### src/rtl/seg7_scan_mux_if.sv
// Host/display bundle for the 7-segment scan multiplexer.
// The host writes data and controls; the display side returns segment and anode drives.
interface seg7_scan_mux_if #(
  parameter int unsigned NUM_DIGITS = 4
);
  logic                      load;
  logic [4*NUM_DIGITS-1:0]   digits_in;
  logic [NUM_DIGITS-1:0]     dp_in;
  logic                      lzb;
  logic                      en;
  logic [6:0]                seg_n;
  logic                      dp_n;
  logic [NUM_DIGITS-1:0]     an_n;
  logic                      pending;
  logic                      frame_tick;

  modport master (
    output load, digits_in, dp_in, lzb, en,
    input  seg_n, dp_n, an_n, pending, frame_tick
  );

  modport slave (
    input  load, digits_in, dp_in, lzb, en,
    output seg_n, dp_n, an_n, pending, frame_tick
  );
endinterface

### src/rtl/seg7_scan_mux.sv
// Time-multiplexed common-anode 7-segment driver with a frame-synchronous
// double buffer, leading-zero blanking and optional hex glyphs.
module seg7_scan_mux #(
  parameter int unsigned NUM_DIGITS  = 4,
  parameter int unsigned REFRESH_DIV = 50000,
  parameter int unsigned HEX_MODE    = 0
) (
  input  logic            clk,
  input  logic            rst_n,
  seg7_scan_mux_if.slave  bus
);

  localparam int unsigned CW = $clog2(REFRESH_DIV);
  localparam int unsigned IW = $clog2(NUM_DIGITS);

  typedef logic [NUM_DIGITS-1:0][3:0] digits_t;

  logic [CW-1:0]         cnt_q, cnt_d;
  logic [IW-1:0]         idx_q, idx_d;
  digits_t               pbuf_q, pbuf_d;
  logic [NUM_DIGITS-1:0] pdp_q, pdp_d;
  digits_t               shadow_q, shadow_d;
  logic [NUM_DIGITS-1:0] sdp_q, sdp_d;
  logic                  pend_q, pend_d;
  logic [6:0]            seg_q, seg_d;
  logic                  dp_q, dp_d;
  logic [NUM_DIGITS-1:0] an_q, an_d;
  logic                  tick_q, tick_d;

  logic                  term_c, last_c, bnd_c;
  logic                  zero_run_c;
  logic [NUM_DIGITS-1:0] blank_c;

  // Active-low {g,f,e,d,c,b,a}; codes above 9 go dark unless hex glyphs are enabled.
  function automatic logic [6:0] decode(input logic [3:0] v);
    logic [6:0] s;
    case (v)
      4'h0: s = 7'h40;
      4'h1: s = 7'h79;
      4'h2: s = 7'h24;
      4'h3: s = 7'h30;
      4'h4: s = 7'h19;
      4'h5: s = 7'h12;
      4'h6: s = 7'h02;
      4'h7: s = 7'h78;
      4'h8: s = 7'h00;
      4'h9: s = 7'h10;
      4'hA: s = 7'h08;
      4'hB: s = 7'h03;
      4'hC: s = 7'h46;
      4'hD: s = 7'h21;
      4'hE: s = 7'h06;
      default: s = 7'h0E;
    endcase
    if ((v > 4'h9) && (HEX_MODE == 0)) s = 7'h7F;
    return s;
  endfunction

  always_ff @(posedge clk or negedge rst_n) begin
    if (!rst_n) begin
      cnt_q    <= '0;
      idx_q    <= '0;
      pbuf_q   <= '0;
      pdp_q    <= '0;
      shadow_q <= '0;
      sdp_q    <= '0;
      pend_q   <= 1'b0;
      seg_q    <= 7'h7F;
      dp_q     <= 1'b1;
      an_q     <= '1;
      tick_q   <= 1'b0;
    end else begin
      cnt_q    <= cnt_d;
      idx_q    <= idx_d;
      pbuf_q   <= pbuf_d;
      pdp_q    <= pdp_d;
      shadow_q <= shadow_d;
      sdp_q    <= sdp_d;
      pend_q   <= pend_d;
      seg_q    <= seg_d;
      dp_q     <= dp_d;
      an_q     <= an_d;
      tick_q   <= tick_d;
    end
  end

  always_comb begin
    cnt_d      = cnt_q;
    idx_d      = idx_q;
    pbuf_d     = pbuf_q;
    pdp_d      = pdp_q;
    shadow_d   = shadow_q;
    sdp_d      = sdp_q;
    pend_d     = pend_q;
    seg_d      = 7'h7F;
    dp_d       = 1'b1;
    an_d       = '1;
    zero_run_c = 1'b1;
    blank_c    = '0;

    term_c = (cnt_q == CW'(REFRESH_DIV - 1));
    last_c = (idx_q == IW'(NUM_DIGITS - 1));
    bnd_c  = term_c && last_c;
    tick_d = bnd_c;

    cnt_d = term_c ? '0 : cnt_q + CW'(1);
    if (term_c) idx_d = last_c ? '0 : idx_q + IW'(1);

    if (bus.load) begin
      pbuf_d = bus.digits_in;
      pdp_d  = bus.dp_in;
      pend_d = 1'b1;
    end

    // A load on the boundary bypasses the pending stage and lands in the next frame.
    if (bnd_c) begin
      pend_d = 1'b0;
      if (bus.load) begin
        shadow_d = bus.digits_in;
        sdp_d    = bus.dp_in;
      end else if (pend_q) begin
        shadow_d = pbuf_q;
        sdp_d    = pdp_q;
      end
    end

    // Blank the run of zeros from the top digit down; digit 0 always shows.
    for (int k = int'(NUM_DIGITS) - 1; k >= 1; k--) begin
      zero_run_c = zero_run_c && (shadow_q[k] == 4'h0);
      blank_c[k] = bus.lzb && zero_run_c;
    end

    if (bus.en && (cnt_q != '0)) begin
      an_d[idx_q] = 1'b0;
      seg_d       = blank_c[idx_q] ? 7'h7F : decode(shadow_q[idx_q]);
      dp_d        = ~sdp_q[idx_q];
    end
  end

  assign bus.seg_n      = seg_q;
  assign bus.dp_n       = dp_q;
  assign bus.an_n       = an_q;
  assign bus.pending    = pend_q;
  assign bus.frame_tick = tick_q;

endmodule

### src/flat_wrapper.sv
// flat-port wrapper written by rule: the top's interface ports become plain ports
module seg7_scan_mux_flat 
#(
  parameter int unsigned NUM_DIGITS  = 4,
  parameter int unsigned REFRESH_DIV = 50000,
  parameter int unsigned HEX_MODE    = 0
)
  (clk, rst_n, bus_load, bus_digits_in, bus_dp_in, bus_lzb, bus_en, bus_seg_n, bus_dp_n, bus_an_n, bus_pending, bus_frame_tick);
  seg7_scan_mux_if #(.NUM_DIGITS(NUM_DIGITS)) bus_i ();
  input  logic clk;
  input  logic rst_n;
  input wire logic [$bits(bus_i.load)-1:0] bus_load;
  input wire logic [$bits(bus_i.digits_in)-1:0] bus_digits_in;
  input wire logic [$bits(bus_i.dp_in)-1:0] bus_dp_in;
  input wire logic [$bits(bus_i.lzb)-1:0] bus_lzb;
  input wire logic [$bits(bus_i.en)-1:0] bus_en;
  output wire logic [$bits(bus_i.seg_n)-1:0] bus_seg_n;
  output wire logic [$bits(bus_i.dp_n)-1:0] bus_dp_n;
  output wire logic [$bits(bus_i.an_n)-1:0] bus_an_n;
  output wire logic [$bits(bus_i.pending)-1:0] bus_pending;
  output wire logic [$bits(bus_i.frame_tick)-1:0] bus_frame_tick;
  assign bus_i.load = bus_load;
  assign bus_i.digits_in = bus_digits_in;
  assign bus_i.dp_in = bus_dp_in;
  assign bus_i.lzb = bus_lzb;
  assign bus_i.en = bus_en;
  assign bus_seg_n = bus_i.seg_n;
  assign bus_dp_n = bus_i.dp_n;
  assign bus_an_n = bus_i.an_n;
  assign bus_pending = bus_i.pending;
  assign bus_frame_tick = bus_i.frame_tick;
  seg7_scan_mux #(.NUM_DIGITS(NUM_DIGITS), .REFRESH_DIV(REFRESH_DIV), .HEX_MODE(HEX_MODE)) u_core (.clk(clk), .rst_n(rst_n), .bus(bus_i));
endmodule
### config.mk
export PLATFORM = sky130hd
export DESIGN_NAME = seg7_scan_mux_flat
export DESIGN_NICKNAME = d
export VERILOG_FILES = /design/src/rtl/seg7_scan_mux_if.sv /design/src/rtl/seg7_scan_mux.sv /design/src/flat_wrapper.sv
export SDC_FILE = /design/constraint.sdc
export NUM_CORES = 1
export LEC_CHECK = 0
export ABC_AREA = 1
export ABC_CLOCK_PERIOD_IN_PS = 2080
export BUFFER_PORTS_ARGS = -buffer_cell sky130_fd_sc_hd__buf_2
export CAP_MARGIN = 20
export CORE_ASPECT_RATIO = 0.7
export CORE_MARGIN = 3
export CORE_UTILIZATION = 29
export CTS_CLUSTER_DIAMETER = 120
export DETAILED_ROUTE_END_ITERATION = 10
export PLACE_DENSITY = 0.56
export SLEW_MARGIN = 20
export SYNTH_ARGS = -nofsm -noshare
export SYNTH_HDL_FRONTEND = slang
export SYNTH_SLANG_ARGS = --single-unit
### constraint.sdc
create_clock -name clk -period 2.08 [get_ports clk]
set_input_delay 0.104 -clock clk [delete_from_list [all_inputs] [get_ports clk]]
set_output_delay 0.104 -clock clk [all_outputs]
set_load 0.05 [all_outputs]
=== Word-level counts from Yosys, hierarchy flattened ===
Memory sizes are Yosys's and may differ from the RTL's.
Cells that the tools add are included.

* Bits in registers: 72
* ROM bits: 112
* Bits of input ports: 25
* Output and inout port bits: 14
* Logic and storage cells: 63
* Memories kept: 1

{| class="wikitable"
|+ Memories
! memory !! words !! bits a word !! rd ports !! clocked after memory_dff !! write ports !! line !! source
|-
| (no name shown) || 16 || 7 || 1 || 0 || 0 || seg7_scan_mux.sv:37 || <nowiki>case (v)</nowiki>
|}

* Add/sub/neg operators: 2
* $lt $le $gt $ge: 3
* Equality and inequality tests: 2
* Muxes and demuxes: 21
* Bitwise operators: 2
* Reduce and logical (&&, ||, !) cells: 15

{| class="wikitable"
|+ Operators by type and width
! cell !! count
|-
| $mux 16 || 3
|-
| $mux 7 || 3
|-
| $add 16x1->16 const B || 1
|-
| $eq 16x16->1 const B || 1
|-
| $mux 4 || 4
|-
| $reduce_bool 16->1 || 1
|-
| $logic_not 4->1 || 3
|-
| $bmux 4 s2 || 1
|-
| $logic_and 1x1->1 || 8
|-
| $mux 1 || 6
|-
| $bmux 1 s2 || 2
|-
| $gt 4x4->1 const B || 1
|-
| $not 4->4 || 1
|-
| $reduce_bool 2->1 || 2
|-
| $lt 2x3->1 const B || 1
|-
| $add 2x1->2 const B || 1
|-
| $demux 1 s2 || 1
|-
| $eq 2x2->1 const B || 1
|-
| $ge 2x1->1 const B || 1
|-
| $mux 2 || 1
|-
| $reduce_and 2->1 || 1
|-
| $not 1->1 || 1
|}

=== Longest topological paths before layout ===
Gate-level depths: netlist (run 1).

* Depth after elaboration: 8
* Depth in mapped cells: 13
* Mapped depth without buffers: 12

=== Worst setup path before layout (run 1) ===
No wires, ideal clock.

* Path kind: register -> register
* From: register u_core.idx_q[0]
* To: register u_core.seg_q[0] (netlist: u_core.bus.seg_n[0])
* Setup time: 0.080 ns
* Arrival: 1.635 ns
* Required time: 2.000 ns
* Path slack: 0.366 ns
* Cell stages (with the launch flop): 13
* Path buffers: 1
* Clock period less this slack: 1.714 ns
* Cell sequence: dfrtp_1 > inv_1 > buf_2 > nand2_1 > nand3_1 > nand2_1 > inv_2 > ha_1 > nand2_2 > inv_2 > nor2_4 > nor2_8 > nand2_2

* Cells in the longest elaborated chain, start to end: 6
* Elaborated cells between the ends (all ways): 9
* Those cells by class: order compare (1); mux (7); memory (1)

{| class="wikitable"
|+ Ends and longest elaborated chain
! item !! line !! source
|-
| from (decl) || seg7_scan_mux.sv:19 || <nowiki>logic [IW-1:0] idx_q, idx_d;</nowiki>
|-
| from (signal assigned) || seg7_scan_mux.sv:74 || <nowiki>idx_q <= idx_d;</nowiki>
|-
| $bmux 4 s2 || seg7_scan_mux.sv:135 || <nowiki>seg_d = blank_c[idx_q] ? 7'h7F : decode(shadow_q[idx_q]);</nowiki>
|-
| $mux 4 (implied by the code) || seg7_scan_mux.sv:135 ||
|-
| $mem_v2 16x7 or $gt 4x4->1 (tied branches) || - ||
|-
| $mux 7 || seg7_scan_mux.sv:55 || <nowiki>if ((v > 4'h9) && (HEX_MODE == 0)) s = 7'h7F;</nowiki>
|-
| $mux 7 (*) || seg7_scan_mux.sv:135 ||
|-
| $mux 7 (*) || seg7_scan_mux.sv:133 || <nowiki>if (bus.en && (cnt_q != '0)) begin</nowiki>
|-
| net u_core.seg_d[0] || seg7_scan_mux.sv:25 || <nowiki>logic [6:0] seg_q, seg_d;</nowiki>
|-
| to (signal assigned) || seg7_scan_mux.sv:80 || <nowiki>seg_q <= seg_d;</nowiki>
|-
| to (decl) || seg7_scan_mux.sv:25 ||
|}

The timed path passes the listed nets; every way through them passes the cells marked *. The select of a mux whose other input is x is not followed.
A chain may end at the register's enable or synchronous reset.

=== Worst setup path in the final report (run 1) ===
* From: register u_core.idx_q[1]
* To: register u_core.seg_q[6] (netlist: u_core.bus.seg_n[6])

Same word-level chain as after synthesis.

==> out/qor.yml, run 1 <==
logic_synthesis:
  synth_fp_nets: 492
  syn_inst: 455
  syn-cell-area_sq_mm: 0.00367
  synth.cells.most_frequent: "nand2_1, dfrtp_1, nor2_1"
  synth_area_per_cell_sq_um: 8.07
  ys_seq_elements: 72
  ys_top_cells_by_area: "dfrtp_1, nand2_1, dfstp_2, ha_1, nor2_1"
  synth_top_cell_by_area: "dfrtp_1"
  synth_top_area_share_pct: 40.9
  synthFlopType: "dfrtp_1"
  synth_edf_count: 0
  yosysMostFrequentCell: "nand2_1"
  ys_seq_area_share_pct: 49.5
  synthArstFlopShare_pct: 100
  synth_cell_types: 33
  ys.warnings.count: 0
worst_setup_path:
  setup.worst_path.class: "reg -> reg"
  crit_start: "u_core.idx_q[1]$_DFFE_PN0N_"
  cp.depth: 10
  slowest_stage: "dfrtp_1"
  crit_path_end_kind: "flip-flop"
  crit_buf_inv: 2
  startpoint_type: "flip-flop"
  r2r-end: "u_core.bus.seg_n[6]$_DFF_PN1_"
  critPathMaxFanout: 11
  reg2regPathDepth: 10
  cp-endpoint: "u_core.bus.seg_n[6]$_DFF_PN1_"
  worst_ep_required_time_ns: 2.34
  worstPathArrival_ns: 2.05
  timing.reg2reg.setup_slack_ns: 0.29
  crit_path_cell_trace: "inv_4 > nand3_1 > nand2_1 > inv_1 > ha_1 > nand3b_1 > nand2_1 > nor2_1 > nor2_1 > nand2_2"
  slowest_delay_ns: 0.50
  cp_top_family: "simple AND/OR/NAND/NOR gates"
  reg2reg_from: "u_core.idx_q[1]$_DFFE_PN0N_"
die:
  die_h_microns: 100
  die-area_sq_mm: 0.0141
  pin_count: 39
  die_w_microns: 140
  start_util_pct: 30.6
  core.rowCount: 33
  core_sq_mm: 0.0120
global_routing:
  top_usage_layer: "met2"
  grt_use_met2_pct: 18.5
  grt_usage_pct: 12.4
  grt_util_met3_pct: 3.95
  met1_usage_pct: 17.2
  grt_first_pass_wirelength_microns: 13900
  grt-ovfl-total: 0
  antenna_found_initial: 0
  grt_max_degree: 73
  grt_pass1_vias: 2943
timing:
  relSlewSlack_pct: 59.9
  final.setup.tns_ns: 0
  worst_pin_slew_ns: 0.601
  final-setup-viol-count: 0
  holdWs_ns: 0.00768
  hold_viol: 0
  fmax_mhz: 560
  finalCriticalPeriod_ns: 1.79
  clock_skew_ns: 0.00702
  rsz0062_at_grt: "no"
  fin_ws_ns: 0.295
  fin_crit_sh_pct: 85.8
  slew_violations: 0
route:
  first_pass_iters: 4
  post_drt_wl_per_cell_microns: 11.6
  drt-vias-per-instance: 4.32
  drc_errors: 0
  routed_wl_microns: 7780
  initialDrtViolationCount: 158
  ant_nets: 0
  vias: 2900
placed_design:
  portBuffers: 38
  dp_slack_ns: 0.252
  place.gp.congestion: 0.845
  hpwl_microns: 5840
clock_network:
  clock-sinks: 72
  clk-insertion-delay-late_ns: 0.34
  cts_tree: "built"
  cts_made_buffers: 9
  cts_setup_buffers: 0
  max-clock-path-buffers: 2
  clk_pin_slew_ns: 0.06
  root_buffer: "clkbuf_16"
  h-tree-depth: 3
layout:
  area_delta_synth_final_pct: 20.1
  layout-drive-gt1-share_pct: 22.0
  fillers: 1250
  finalNetCount: 546
  num_antenna_cells: 0
run_status:
  outcome: "finished, final reports clean"
power_and_ir_drop:
  powerDensity_mw_per_mm2: 717
  p_leak_nw: 2.27
  vdd_drop_max_mv: 0.391
hold_path:
  hp-class: "in -> reg"
run:
  drv_cap: 0
-- repair_timing --
action                     in CTS  in global routing
resized for setup               0                  1
hold endpoints to repair       70                  0
setup endpoints to repair       0                  1
hold buffers                   11                  0
-- sequential cells by signal, indices dropped and copies added (netlist names) --
name                   flops
u_core.cnt_q              16
u_core.pbuf_q             16
u_core.shadow_q           16
u_core.bus.seg_n           7
u_core.bus.an_n            4
u_core.pdp_q               4
u_core.sdp_q               4
u_core.idx_q               2
u_core.bus.dp_n            1
u_core.bus.frame_tick      1
u_core.bus.pending         1
-- logic make-up (layout without fill, tap and decap cells) --
| kind of cell | count (synthesis) | after routing | synth area share [%] |
|---|---|---|---|
| adder cells (fa/ha/maj) | 12 | 12 | 4.09 |
| AO/OA/AOI/OAI | 19 | 19 | 3.00 |
| AND/OR/NAND/NOR | 297 | 297 | 36.3 |
| flip-flops | 72 | 72 | 49.5 |
| buffers and inverters | 51 | 110 | 6.13 |
| XOR/XNOR | 4 | 4 | 0.954 |
-- metal layers --
layer	up-vias	share of wire (%)	routed length (microns)
met3	11	3.7	291
li1	1508	-	-
met4	0	1.4	110
met5	-	0	0
met2	34	43	3310
met1	1347	52	4070
-- through the flow --
step | utilization, % | cells | cell area, sq um | power (mW)
after floorplan | - | 455 | 3670 | 1.69
after global placement | 33.5 | 644 | 4030 | 1.78
after detailed placement | 33.5 | 644 | 4030 | 1.79
after CTS | 36.7 | 671 | 4410 | 3.21
after global routing | 36.7 | 671 | 4410 | 3.33
final | 36.7 | 671 | 4410 | 3.16
-- cell usage in the layout, fill, tap and decap left out, drive strengths merged, types with 2 or more instances in the layout --
master,instances
dlygate4sd3,11
clkinvlp,2
nand2,210
dfstp,12
buf,42
clkbuf,11
o21ai,11
nand4,3
nor3,5
a21oi,6
clkinv,5
nor2,49
nand3,27
dfrtp,60
xor2,4
inv,39
ha,12
-- tightest hold or removal path, delay by kind of cell --
| kind | cells | cell delay, ns |
|---|---|---|
| and+or+nand+nor | 2 | 0.13 |
| buffers and inverters | 1 | 0.08 |
-- worst min-delay path by stage --
stage | start | cells after the start | end | slack, ns
after floorplan | rst_n | 0 | u_core.bus.frame_tick$_DFF_PN0_ | -0.19
after CTS | bus_digits_in[4] | 3 | u_core.pbuf_q[4]$_DFFE_PN0P_ | 0.0003
after global placement | rst_n | 2 | u_core.cnt_q[12]$_DFF_PN0_ | 0.16
after detailed placement | rst_n | 2 | u_core.cnt_q[12]$_DFF_PN0_ | 0.16
final | bus_digits_in[9] | 3 | u_core.pbuf_q[9]$_DFFE_PN0P_ | 0.008
after global routing | bus_digits_in[4] | 3 | u_core.pbuf_q[4]$_DFFE_PN0P_ | 0.007
-- power by group --
group          internal, mW  switching [mW]
Combinational        0.0919           0.182
Sequential             1.47          0.0239
Clock                 0.805           0.585
Total                  2.37           0.791
-- layout make-up --
type / count / area [sq um] / area share (%)
sequential: 72 / 1820 / 41.2
clock buffer: 11 / 233 / 5.28
clock inverter: 5 / 33.8 / 0.766
timing repair buffer: 53 / 343 / 7.78
tap: 157 / 196 / 4.46
multi-input combinational: 332 / 1630 / 36.9
inverter: 41 / 158 / 3.58
Note: power is estimated with default switching activity, not from simulation.
==> run 2, diff against run 1 <==
Settings changed: CELL_PAD_IN_SITES_DETAIL_PLACEMENT set to 0, CELL_PAD_IN_SITES_GLOBAL_PLACEMENT set to 1, PLACE_DENSITY 0.56 to 0.67.
==> out/qor.yml, run 2 (synthesized netlist as in run 1, its figures left out) <==
run_status:
  outcome: "finished, final reports clean"
run:
  drv_cap: 0
worst_setup_path:
  slowest_stage: "dfrtp_1"
  critPathMostFrequentCell: "nand2_1"
  worst_ep_required_time_ns: 2.34
  startpoint_type: "flip-flop"
  critPathMaxFanout: 12
  worstPathArrival_ns: 2.07
  crit_path_end_kind: "flip-flop"
  crit_path_cell_trace: "buf_4 > nand2_1 > nand3_1 > nand2_1 > inv_1 > ha_1 > nand3b_1 > nand2_1 > nor2_1 > nor2_1 > nand2_2"
  slowest_delay_ns: 0.38
  setup.worst_path.class: "reg -> reg"
layout:
  reg_top3: "u_core.cnt_q x16, u_core.pbuf_q x16, u_core.shadow_q x16"
  post-route-util_pct: 37.1
  fillers: 1266
  area_delta_synth_final_pct: 21.4
  num_antenna_cells: 0
  multi_input_area_sq_mm: 0.00163
  stdcell_count: 675
  layout_common_cells: "nand2_1, dfrtp_1, nor2_1, buf_2, inv_1"
  register_area_sq_mm: 0.00182
  layout-drive-gt1-share_pct: 22.6
  final_common_cell: "nand2_1"
  finalNetCount: 550
  finalInstanceArea_sq_mm: 0.00446
timing:
  slew_violations: 0
  fmax_mhz: 554
  finalCriticalPeriod_ns: 1.80
  final-setup-viol-count: 0
  clock_skew_ns: 0.00813
  worst_pin_slew_ns: 0.611
  fin_crit_sh_pct: 86.8
  relSlewSlack_pct: 59.2
  rsz0062_at_grt: "no"
  hold_viol: 0
  final.setup.tns_ns: 0
route:
  vias: 2924
  drt-vias-per-instance: 4.33
  post_drt_wl_per_cell_microns: 12.2
  initialDrtViolationCount: 175
  ant_nets: 0
  routed_wl_microns: 8240
  drc_errors: 0
  first_pass_iters: 4
global_routing:
  met1_usage_pct: 18.3
  grt_first_pass_wirelength_microns: 14600
  top_usage_layer: "met2"
  grt_pass1_vias: 2971
  grt-ovfl-total: 0
  grt_max_degree: 73
  grt_use_met2_pct: 18.9
  grt_util_met3_pct: 4.67
  grt_usage_pct: 13.0
  antenna_found_initial: 0
clock_network:
  h-tree-depth: 3
  cts_setup_buffers: 0
  clk-insertion-delay-late_ns: 0.34
  max-clock-path-buffers: 2
  clock-sinks: 72
  cts_tree: "built"
  clk_pin_slew_ns: 0.06
  root_buffer: "clkbuf_16"
  cts_made_buffers: 9
power_and_ir_drop:
  swShare_pct: 25.1
  p_comb_share_pct: 8.8
  powerDensity_mw_per_mm2: 718
  switching_power_mw: 0.802
  vdd_drop_max_mv: 0.405
  clockPowerShare_pct: 44.5
  power_mw: 3.20
  p_seq_share_pct: 46.7
  p_int_mw: 2.40
  p_leak_nw: 2.29
die:
  start_util_pct: 30.6
  die_w_microns: 140
  core_sq_mm: 0.0120
  pin_count: 39
  die-area_sq_mm: 0.0141
  die_h_microns: 100
  core.rowCount: 33
placed_design:
  dp.cells: 645
  placed_area_sq_mm: 0.00404
  place.gp.congestion: 0.823
  portBuffers: 38
  hpwl_microns: 5990
hold_path:
  hp-class: "in -> reg"
==> run 2: changes by cell type in the layout (fill, tap and decap cells not counted), sizes merged <==
| cell | previous run | this run |
|---|---|---|
| dlygate4sd3 | 11 | 14 |
| clkinv | 5 | 6 |
| buf | 42 | 43 |
| clkbuf | 11 | 10 |
==> run 2: critical path: cells and delay by family, from the launching register on <==
kind	cells	cell delay, ns
adders and majority gates	1	0.22
buffers and inverters	2	0.30
DFF	1	0.38
and+or+nand+nor	8	0.81
==> run 2: area by class of cell <==
| class | count | share of cell area [%] |
|---|---|---|
| clock buffer | 10 | 5.36 |
| clock inverter | 6 | 0.786 |
| inverter | 41 | 3.54 |
| multi-input combinational | 332 | 36.6 |
| sequential | 72 | 40.8 |
| tap | 157 | 4.41 |
| timing repair buffer | 57 | 8.54 |
==> run 2: path summary, 6_finish.rpt <==
path	from	to	slack, ns	depth (start not counted)
setup / recovery	u_core.idx_q[0]$_DFFE_PN0N_	u_core.bus.seg_n[6]$_DFF_PN1_	0.28	11
hold / removal	bus_dp_in[0]	u_core.pdp_q[0]$_DFFE_PN0P_	0.007	3
setup reg to reg	u_core.idx_q[0]$_DFFE_PN0N_	u_core.bus.seg_n[6]$_DFF_PN1_	0.28	11
hold reg to reg	u_core.pbuf_q[2]$_DFFE_PN0P_	u_core.pbuf_q[2]$_DFFE_PN0P_	0.47	2
max in group asynchronous	rst_n	u_core.bus.dp_n$_DFF_PN1_	1.43	3
min in group asynchronous	rst_n	u_core.cnt_q[14]$_DFF_PN0_	0.32	3
==> run 2: layer usage <==
| layer | vias up | wire length [microns] |
|---|---|---|
| met5 | - | 0 |
| met4 | 0 | 95 |
| met3 | 10 | 449 |
| met2 | 56 | 3380 |
| met1 | 1340 | 4320 |
| li1 | 1518 | - |
==> run 2: power by group through the flow <==
| stage | Clock [mW] | Combinational [mW] | Sequential [mW] |
|---|---|---|---|
| finish | 1.42 | 0.282 | 1.50 |
| floorplan | 0 | 0.123 | 1.56 |
| global route | 1.54 | 0.326 | 1.50 |
| CTS | 1.47 | 0.290 | 1.50 |
| detailed placement | 0 | 0.270 | 1.52 |
| global placement | 0 | 0.267 | 1.52 |
==> run 2: stage by stage <==
step	hold WS (ns)	worst slack, ns
global placement	0.161	0.265
detailed placement	0.166	0.208
floorplan	-0.192	0.366
finish	0.00690	0.275
CTS	0.000590	0.194
global route	0.0224	0.0203
==> run 2: timing repair <==
| item | 4_1_cts | 5_1_grt |
|---|---|---|
| hold buffers | 14 | 0 |
| gates resized for setup | 0 | 2 |
| endpoints found under the hold margin | 73 | 0 |
| setup endpoints to repair | 0 | 2 |
